==> config.mk <==
export PLATFORM = sky130hd
export DESIGN_NAME = wb_trace_monitor
export DESIGN_NICKNAME = d
export VERILOG_FILES = /design/src/rtl/wb_trace_monitor.sv
export SDC_FILE = /design/constraint.sdc
export NUM_CORES = 1
export LEC_CHECK = 0
export ABC_CLOCK_PERIOD_IN_PS = 10640
export BUFFER_PORTS_ARGS = -buffer_cell sky130_fd_sc_hd__buf_2
export CORE_ASPECT_RATIO = 1.4
export CORE_MARGIN = 3
export CORE_UTILIZATION = 43
export DETAILED_ROUTE_END_ITERATION = 16
export SYNTH_ARGS = -nofsm -noshare
export SYNTH_HDL_FRONTEND = slang
export SYNTH_SLANG_ARGS = --single-unit
==> constraint.sdc <==
create_clock -name clk -period 10.64 [get_ports clk]
set_input_delay 2.128 -clock clk [delete_from_list [all_inputs] [get_ports clk]]
set_output_delay 2.128 -clock clk [all_outputs]
set_load 0.02 [all_outputs]
==> src/rtl/wb_trace_monitor.sv <==
// wb_trace_monitor: write-back trace buffer with halt-sentinel and cycle-budget watchdog; WBMON_SIGNATURE_EN adds a rolling signature that qualifies pass
module wb_trace_monitor #(
  parameter int DATA_W = 32,
  parameter int DEPTH = 16,
  parameter int CNT_W = 16,
  parameter int MAX_CYCLES = 65,
  parameter logic [DATA_W-1:0] HALT_VALUE = 32'hC0DE_D00E,
  parameter int HALT_REPEAT = 2,
  parameter logic [DATA_W-1:0] EXP_SIG = '0
) (
  input  logic                     clk,
  input  logic                     reset,
  input  logic [DATA_W-1:0]        wb_data,
  input  logic                     wb_valid,
  input  logic                     freeze,
  input  logic [$clog2(DEPTH)-1:0] rd_addr,
  output logic [DATA_W-1:0]        rd_data,
  output logic [$clog2(DEPTH)-1:0] wr_ptr,
  output logic                     wrapped,
  output logic [CNT_W-1:0]         cycle_count,
  output logic [1:0]               state,
  output logic                     done,
  output logic                     pass,
  output logic                     timeout,
  output logic [DATA_W-1:0]        signature
);
  localparam int AW = $clog2(DEPTH);
  localparam int HW = $clog2(HALT_REPEAT + 1);
  localparam logic [CNT_W-1:0] LAST = CNT_W'(MAX_CYCLES - 1);
  localparam logic [HW-1:0] HREP = HW'(HALT_REPEAT);
  localparam logic [AW-1:0] TOP = AW'(DEPTH - 1);
  typedef enum logic [1:0] {IDLE, RUN, HALTED, TOUT} state_t;
  state_t cur, nxt;
  logic [DATA_W-1:0] mem [DEPTH];
  logic [HW-1:0] hcnt, hcnt_nxt;
  logic run, cap;
  assign run = cur == RUN;
  assign cap = run && wb_valid && !freeze;
  assign state = cur;
  assign done = cur == HALTED || cur == TOUT;
  assign timeout = cur == TOUT;
  always_comb begin
    hcnt_nxt = !wb_valid ? hcnt : (wb_data != HALT_VALUE) ? '0 : (hcnt == HREP) ? hcnt : hcnt + 1'b1;
    nxt = (cur == IDLE) ? RUN : !run ? cur : (hcnt_nxt == HREP) ? HALTED : (cycle_count == LAST) ? TOUT : RUN;
  end
  always_ff @(posedge clk or posedge reset)
    if (reset) cur <= IDLE;
    else cur <= nxt;
  // count saturates at the budget edge so a timed-out run reports MAX_CYCLES-1
  always_ff @(posedge clk or posedge reset)
    if (reset) begin
      wr_ptr <= '0;
      wrapped <= 1'b0;
      cycle_count <= '0;
      hcnt <= '0;
      rd_data <= '0;
    end else begin
      rd_data <= mem[rd_addr];
      if (run) begin
        cycle_count <= (cycle_count == LAST) ? cycle_count : cycle_count + 1'b1;
        hcnt <= hcnt_nxt;
      end
      if (cap) begin
        wr_ptr <= wr_ptr + 1'b1;
        wrapped <= wrapped || wr_ptr == TOP;
      end
    end
  always_ff @(posedge clk)
    if (cap) mem[wr_ptr] <= wb_data;
`ifdef WBMON_SIGNATURE_EN
  always_ff @(posedge clk or posedge reset)
    if (reset) signature <= '0;
    else if (cap) signature <= {signature[DATA_W-2:0], signature[DATA_W-1]} ^ wb_data;
  assign pass = cur == HALTED && signature == EXP_SIG;
`else
  assign signature = '0;
  assign pass = cur == HALTED;
`endif
endmodule

==> summary.md, run 1 <==
| Metric | Value |
|---|---|
| Gr ovfl total | 0 |
| Gate Count Post-Synth | 996 |
| Clock share of power | 38.5% |
| Antenna cells | 0 |
| Via count | 10050 |
| Share of power burned in registers | 53.9% |
| Post-Syn Area | 0.02161 mm^2 |
| Number of global-route vias before repair | 10780 |
| Drt total wl | 47.10 mm |
| Wirelength per Cell | 26.21 um |
| Vias/cell | 5.590 |
| Critical R2R Capture | mem[9][27] |
| CTS buffer count | 51 |
| Status | finished clean |
| ANT nets after route | 0 |
| Crit path cell chain | buf_4, buf_4, mux4_2, a22oi_1, nand2_1 |
| Critical Path Max Stage Delay | 920 ps |
| Initial antenna violation count | 3 |
| Layout cell share with drive strength beyond 1 | 29.91% |
| Main flop type after synthesis | edfxtp_1 |
| Max clock buf depth | 3 |
| Worst-Skew Late Latency | 580 ps |
| Die X | 195.4 um |
| Starting Density | 43.77% |
| Final setup vio count | 0 |
| Starting DRC count in detailed routing | 993 |
| Clock sinks | 569 |
| Crit Path Max Fanout | 68 |
| Most frequent cell after synthesis | edfxtp_1 |
| Sequential share of the synthesized area | 77.76% |
| Die area | 0.05301 mm^2 |
| GRT Overall Usage | 17.91% |
| CP max-delay cell | buf_4 |
| Setup Crit Path Kind | in -> reg |
| Hpwl dp | 23.85 mm |
| Critical Path AT | 4590 ps |
| Sw Ratio | 22.55% |
| Final GP Congestion | 0.7134 |
| Synth top area cells | edfxtp_1 (71%), mux4_2 (13%), dfrtp_1 (6.6%), a22oi_1 (2.2%), buf_4 (1.4%) |
| Critical path's most frequent cell | buf_4 |
| Root Buffer | clkbuf_16 |
| Largest net degree at the start of global routing | 69 |
| Flops & latches, synth | 569 |
| Static Leak | 8.216 nW |
| Hold WC Path Type | reg -> reg |
| Hold path start | wrapped |
| Worst Setup Start Kind | input port |
| Net Sw Power | 0.001077 W |
| Synth cell count leaders | edfxtp_1 (512), mux4_2 (128), a22oi_1 (64), dfrtp_1 (57), nand2_1 (42) |
| Post-synth EDFFs | 512 |
| Die height | 271.2 um |
| Hold_buf cts | 0 |
| Crit path required time | 11090 ps |
| Worst Max-Slew Pin Slew | 1158 ps |
| First-pass GRT wire length | 70.78 mm |
| Hold endpoint | wrapped |
| Core ar. | 0.04937 mm^2 |
| # DRC | 0 |
| Avg Inst Size Synth | 21.69 um^2 |
| CTS tree | yes |
| Dpl cell area | 0.02280 mm^2 |
| Synth top area share | 71.16% |
| Worst R2R Start | state[1] |
| # IOs | 130 |
| Synth-to-layout area growth | 13.23% |
| Cell area power density | 195.2 mW/mm^2 |
| WP buf/inv | 2 |
| Max Slew Vio Count | 0 |
| Max-cap violations | 0 |
| Delay-heaviest family, CP | buffers and inverters |
| Reg2Reg Depth | 5 |
| Final nets | 1168 |
| Reg clk slew, reported paths | 60 ps |
| Final worst path period share | 38.91% |
| DRT Pass-1 Iters | 5 |
| Fmax achieved | 241.5 MHz |
| Slew margin rel. | 22.78% |
| Htree depth | 2 |
| Comb power frac | 7.5% |
| Post-layout instance area | 0.02446 mm^2 |
| Setup tns final | 0 ps |
| Post-CTS setup repair buffer count | 0 |
| Number of port buffers | 97 |
| Area leader, netlist | edfxtp_1 |
| Synth unique cells | 41 |
| Worst Skew | 19.89 ps |
| Int Pwr | 0.003698 W |
| Filler Cell Count | 3913 |
| Post-route setup slack | 6500 ps |
| Placement Setup Slack | 5852 ps |
| RSZ-0062 raised after global routing | false |
| R2R setup slack | 8140 ps |
| Asr flop ratio synth | 10.02% |
| Yosys warning count | 0 |
| Max IR drop VDD | 0.1365 mV |
| Crit. End Element | flop |
| Post-CTS sizing | 0 |
| Final hold violation count | 0 |
| Row cnt | 96 |
| Minimum clock period | 4140 ps |
| Hold Path Stages | 1 |
area by class of cell:
type	instances	area, um^2	share of cell area [%]
Sequential cell	569	16800	68.67
Timing Repair Buffer	120	669.4	2.736
Inverter	9	33.78	0.1381
Tap cell	637	797.0	3.258
Multi-Input combinational cell	370	4498	18.39
Clock buffer	67	1406	5.748
Clock inverter	25	259.0	1.059
power by group through the flow:
stage,Sequential (W),Clock (W),Combinational [W]
after floorplan,0.00264,0,0.000198
after global placement,0.00262,0,0.000361
after detailed placement,0.00262,0,0.000366
after global routing,0.00259,0.00196,0.000392
after CTS,0.00258,0.00188,0.000368
final,0.00257,0.00184,0.000360
registers in the layout, indices dropped and copies added, names as in the netlist:
name         cells
state            2
mem            512
wrapped          1
hcnt             2
cycle_count     16
rd_data         32
wr_ptr           4
stage by stage:
stage	std cells	utilization (%)	total power [W]	hold WS, ps
floorplan	1027	-	0.002842	470.9
global placement	1705	46.18	0.002983	446.0
detailed placement	1705	46.18	0.002991	460.2
CTS	1797	49.56	0.004821	473.9
global route	1797	49.56	0.004936	492.6
finish	1797	49.56	0.004775	469.7
worst max-delay path by stage:
stage	startpoint	endpoint	slack, ps	cells past startpoint
final	rd_addr[1]	rd_data[27]	6500	5
after global routing	rd_addr[1]	rd_data[27]	6330	5
after CTS	rd_addr[1]	rd_data[27]	6450	5
after detailed placement	rd_addr[1]	rd_data[27]	5850	5
after global placement	rd_addr[1]	rd_data[27]	5830	5
after floorplan	freeze	mem[3][0]	5070	3
worst register-to-register path: stages (launching register included):
cell and delay, ps:
dfrtp_1 460, nor2b_1 290, nand2_1 180, nor3_1 260
and3_2 400, buf_4 520
cells by family after synthesis:
logic type                 synth area share [%]
xor gates and xnor gates                 0.7297
other                                   0.01736
DFF                                       77.76
muxes                                     13.39
buffers and inverters                     2.287
AOI/OAI and AO/OA                         2.484
adders and majority gates                0.4054
and+or+nand+nor                           2.919
placed cells by master, fill, tap and decap left out, types with 4 or more instances in the layout:
cell | synthesis | layout
a22oi_1 | 64 | 64
and2_2 | 0 | 4
and3_2 | 0 | 7
buf_2 | 8 | 95
buf_4 | 41 | 24
bufinv_16 | 0 | 5
clkbuf_1 | 21 | 9
clkbuf_16 | 0 | 51
clkbuf_8 | 0 | 8
clkinv_1 | 0 | 10
clkinv_2 | 0 | 7
conb_1 | 1 | 32
dfrtp_1 | 57 | 57
edfxtp_1 | 512 | 512
ha_1 | 7 | 7
inv_1 | 9 | 8
mux4_2 | 128 | 128
nand2_1 | 42 | 42
nand3_1 | 9 | 9
nor3_1 | 4 | 4
nor3b_2 | 0 | 4
nor4_1 | 5 | 5
nor4b_1 | 4 | 4
xnor2_1 | 11 | 11
xor2_1 | 7 | 7
per-layer routing:
| metal | track usage (%) | part of all wire (%) | wire [um] |
|---|---|---|---|
| met1 | 23.02 | 40 | 18650 |
| met2 | 32.16 | 53 | 25030 |
| met3 | 2.669 | 5.3 | 2480 |
| met4 | 4.336 | 1.9 | 899 |
| met5 | 0 | 0.083 | 39 |
Power figures use the tool's default switching activity.
==> run 2: changes to the inputs <==
- ABC_CLOCK_PERIOD_IN_PS: 10640 -> 3500
- clock period: 10.64 -> 3.5 ns (I/O delays scaled with it)
==> run 2 against run 1 <==
- critical path depth did not move
- worst hold slack got worse by 230 ps
- utilization rose by 0.72 points
- count of clock-buffer cells in the layout rose by 9
- critical path type is now reg -> reg
- critical endpoint is now mem[1][0]
- largest cell class unchanged
- largest power group unchanged
- highest routed layer unchanged
==> summary.md, run 2 (synthesis gave the netlist of run 1 again) <==
| Metric | Value |
|---|---|
| Status | finished clean |
| Max clock buf depth | 3 |
| Die area | 0.05301 mm^2 |
| # DRC | 0 |
| Wirelength per Cell | 25.25 um |
| Row cnt | 96 |
| Crit Path Max Fanout | 18 |
| Final hold violation count | 0 |
| Htree depth | 2 |
| # IOs | 130 |
| First-pass GRT wire length | 69.91 mm |
| DRT Pass-1 Iters | 5 |
| Hold_buf cts | 0 |
| Drt total wl | 46.04 mm |
| Slew margin rel. | 48.95% |
| Max reg flops | 512 |
| Antenna cells | 0 |
| Cell area power density | 584.0 mW/mm^2 |
| Starting DRC count in detailed routing | 803 |
| PnR Total Power | 0.01450 W |
| Vias/cell | 5.498 |
| CTS tree | yes |
| Reg2Reg Depth | 5 |
| Static Leak | 8.385 nW |
| Minimum clock period | 2815 ps |
| Final setup vio count | 0 |
| Hold WC Path Type | in -> async |
| Filler Cell Count | 3877 |
| Worst Setup SP | state[0] |
| Largest net degree at the start of global routing | 36 |
| RSZ-0062 raised after global routing | false |
| Hpwl dp | 27.21 mm |
| Final GP Congestion | 0.7345 |
| Synth-to-layout area growth | 14.88% |
| Final worst path period share | 80.44% |
| Max Slew Vio Count | 0 |
| Worst-Skew Late Latency | 570 ps |
| Setup Crit Path Kind | reg -> reg |
| Reg clk slew, reported paths | 60 ps |
| Critical Path AT | 3080 ps |
| Final nets | 1191 |
| Via count | 10020 |
| Post-CTS setup repair buffer count | 0 |
| Max IR drop VDD | 0.3527 mV |
| Core ar. | 0.04937 mm^2 |
| Top reg by flops | mem |
| Max-cap violations | 0 |
| Most frequent cells in the layout | edfxtp_1 (512), mux4_2 (128), buf_2 (95) |
| Largest regs | mem x512, rd_data x32, cycle_count x16 |
| Number of port buffers | 97 |
| ANT nets after route | 0 |
| Starting Density | 43.77% |
| Clock sinks | 569 |
| Commonest non-fill, non-tap cell in the layout | edfxtp_1 |
| CTS buffer count | 51 |
| Die X | 195.4 um |
| Post-CTS sizing | 0 |
| Layout cell share with drive strength beyond 1 | 31.62% |
| GRT Overall Usage | 17.54% |
| R2R setup slack | 680 ps |
| Worst Setup Start Kind | flop |
| Root Buffer | clkbuf_16 |
| Core Util, Final | 50.28% |
| Worst R2R Start | state[0] |
| Initial antenna violation count | 2 |
| Crit path required time | 3760 ps |
| Fmax achieved | 355.2 MHz |
| Critical R2R Capture | mem[1][0] |
| CP endpoint | mem[1][0] |
| Crit. End Element | flop |
| Gr ovfl total | 0 |
| Worst Max-Slew Pin Slew | 755.5 ps |
| Number of global-route vias before repair | 10750 |
| Worst Skew | 16.24 ps |
| Die height | 271.2 um |
-- run 2: per-layer routing --
metal	vias up	share of wire (%)	track usage (%)	routed length [um]
li1	4352	-	-	-
met1	5320	40	22.90	18610
met2	270	53	30.70	24340
met3	77	4.3	2.644	1963
met4	4	2.4	5.087	1088
met5	-	0.074	0	34
-- run 2: through the flow --
step	TNS [ps]	setup slack, ps	cells	hold WS (ps)	instance area (um^2)
finish	0	684.5	1823	240.3	24820
detailed placement	0	462.8	1728	494.8	23150
global placement	0	541.1	1728	488.4	23150
floorplan	-51020	-542.8	1027	470.9	21730
global route	0	534.3	1823	287.2	24820
CTS	0	701.8	1823	261.5	24820
-- run 2: worst min path at each step --
stage	startpoint	endpoint
global route	reset	rd_data[26]
global placement	cycle_count[15]	cycle_count[15]
floorplan	hcnt[1]	hcnt[1]
detailed placement	cycle_count[15]	cycle_count[15]
finish	reset	rd_data[26]
CTS	reset	rd_data[26]
-- run 2: worst max-delay path: stages, from the launching register on --
cell and delay (ps):
dfrtp_1 450, nor2b_1 310, nand2_1 180, nor4_1 570, and2_2 710, buf_12 270
-- run 2: area by class of cell --
type                       instances  area (um^2)  share of cell area, %
tap                              637        797.0                  3.211
sequential                       569        16800                  67.69
timing repair buffer             143         1017                  4.098
clock inverter                    19        155.1                 0.6251
clock buffer                      76         1513                  6.094
multi-input combinational        370         4504                  18.15
inverter                           9        33.78                 0.1361
-- run 2: report_power, final --
group	leakage, nW	total [W]	switching, W	internal [W]
Clock	0.817	0.00553	0.00239	0.00314
Sequential	5.32	0.00783	0.000174	0.00765
Combinational	2.25	0.00114	0.000717	0.000422
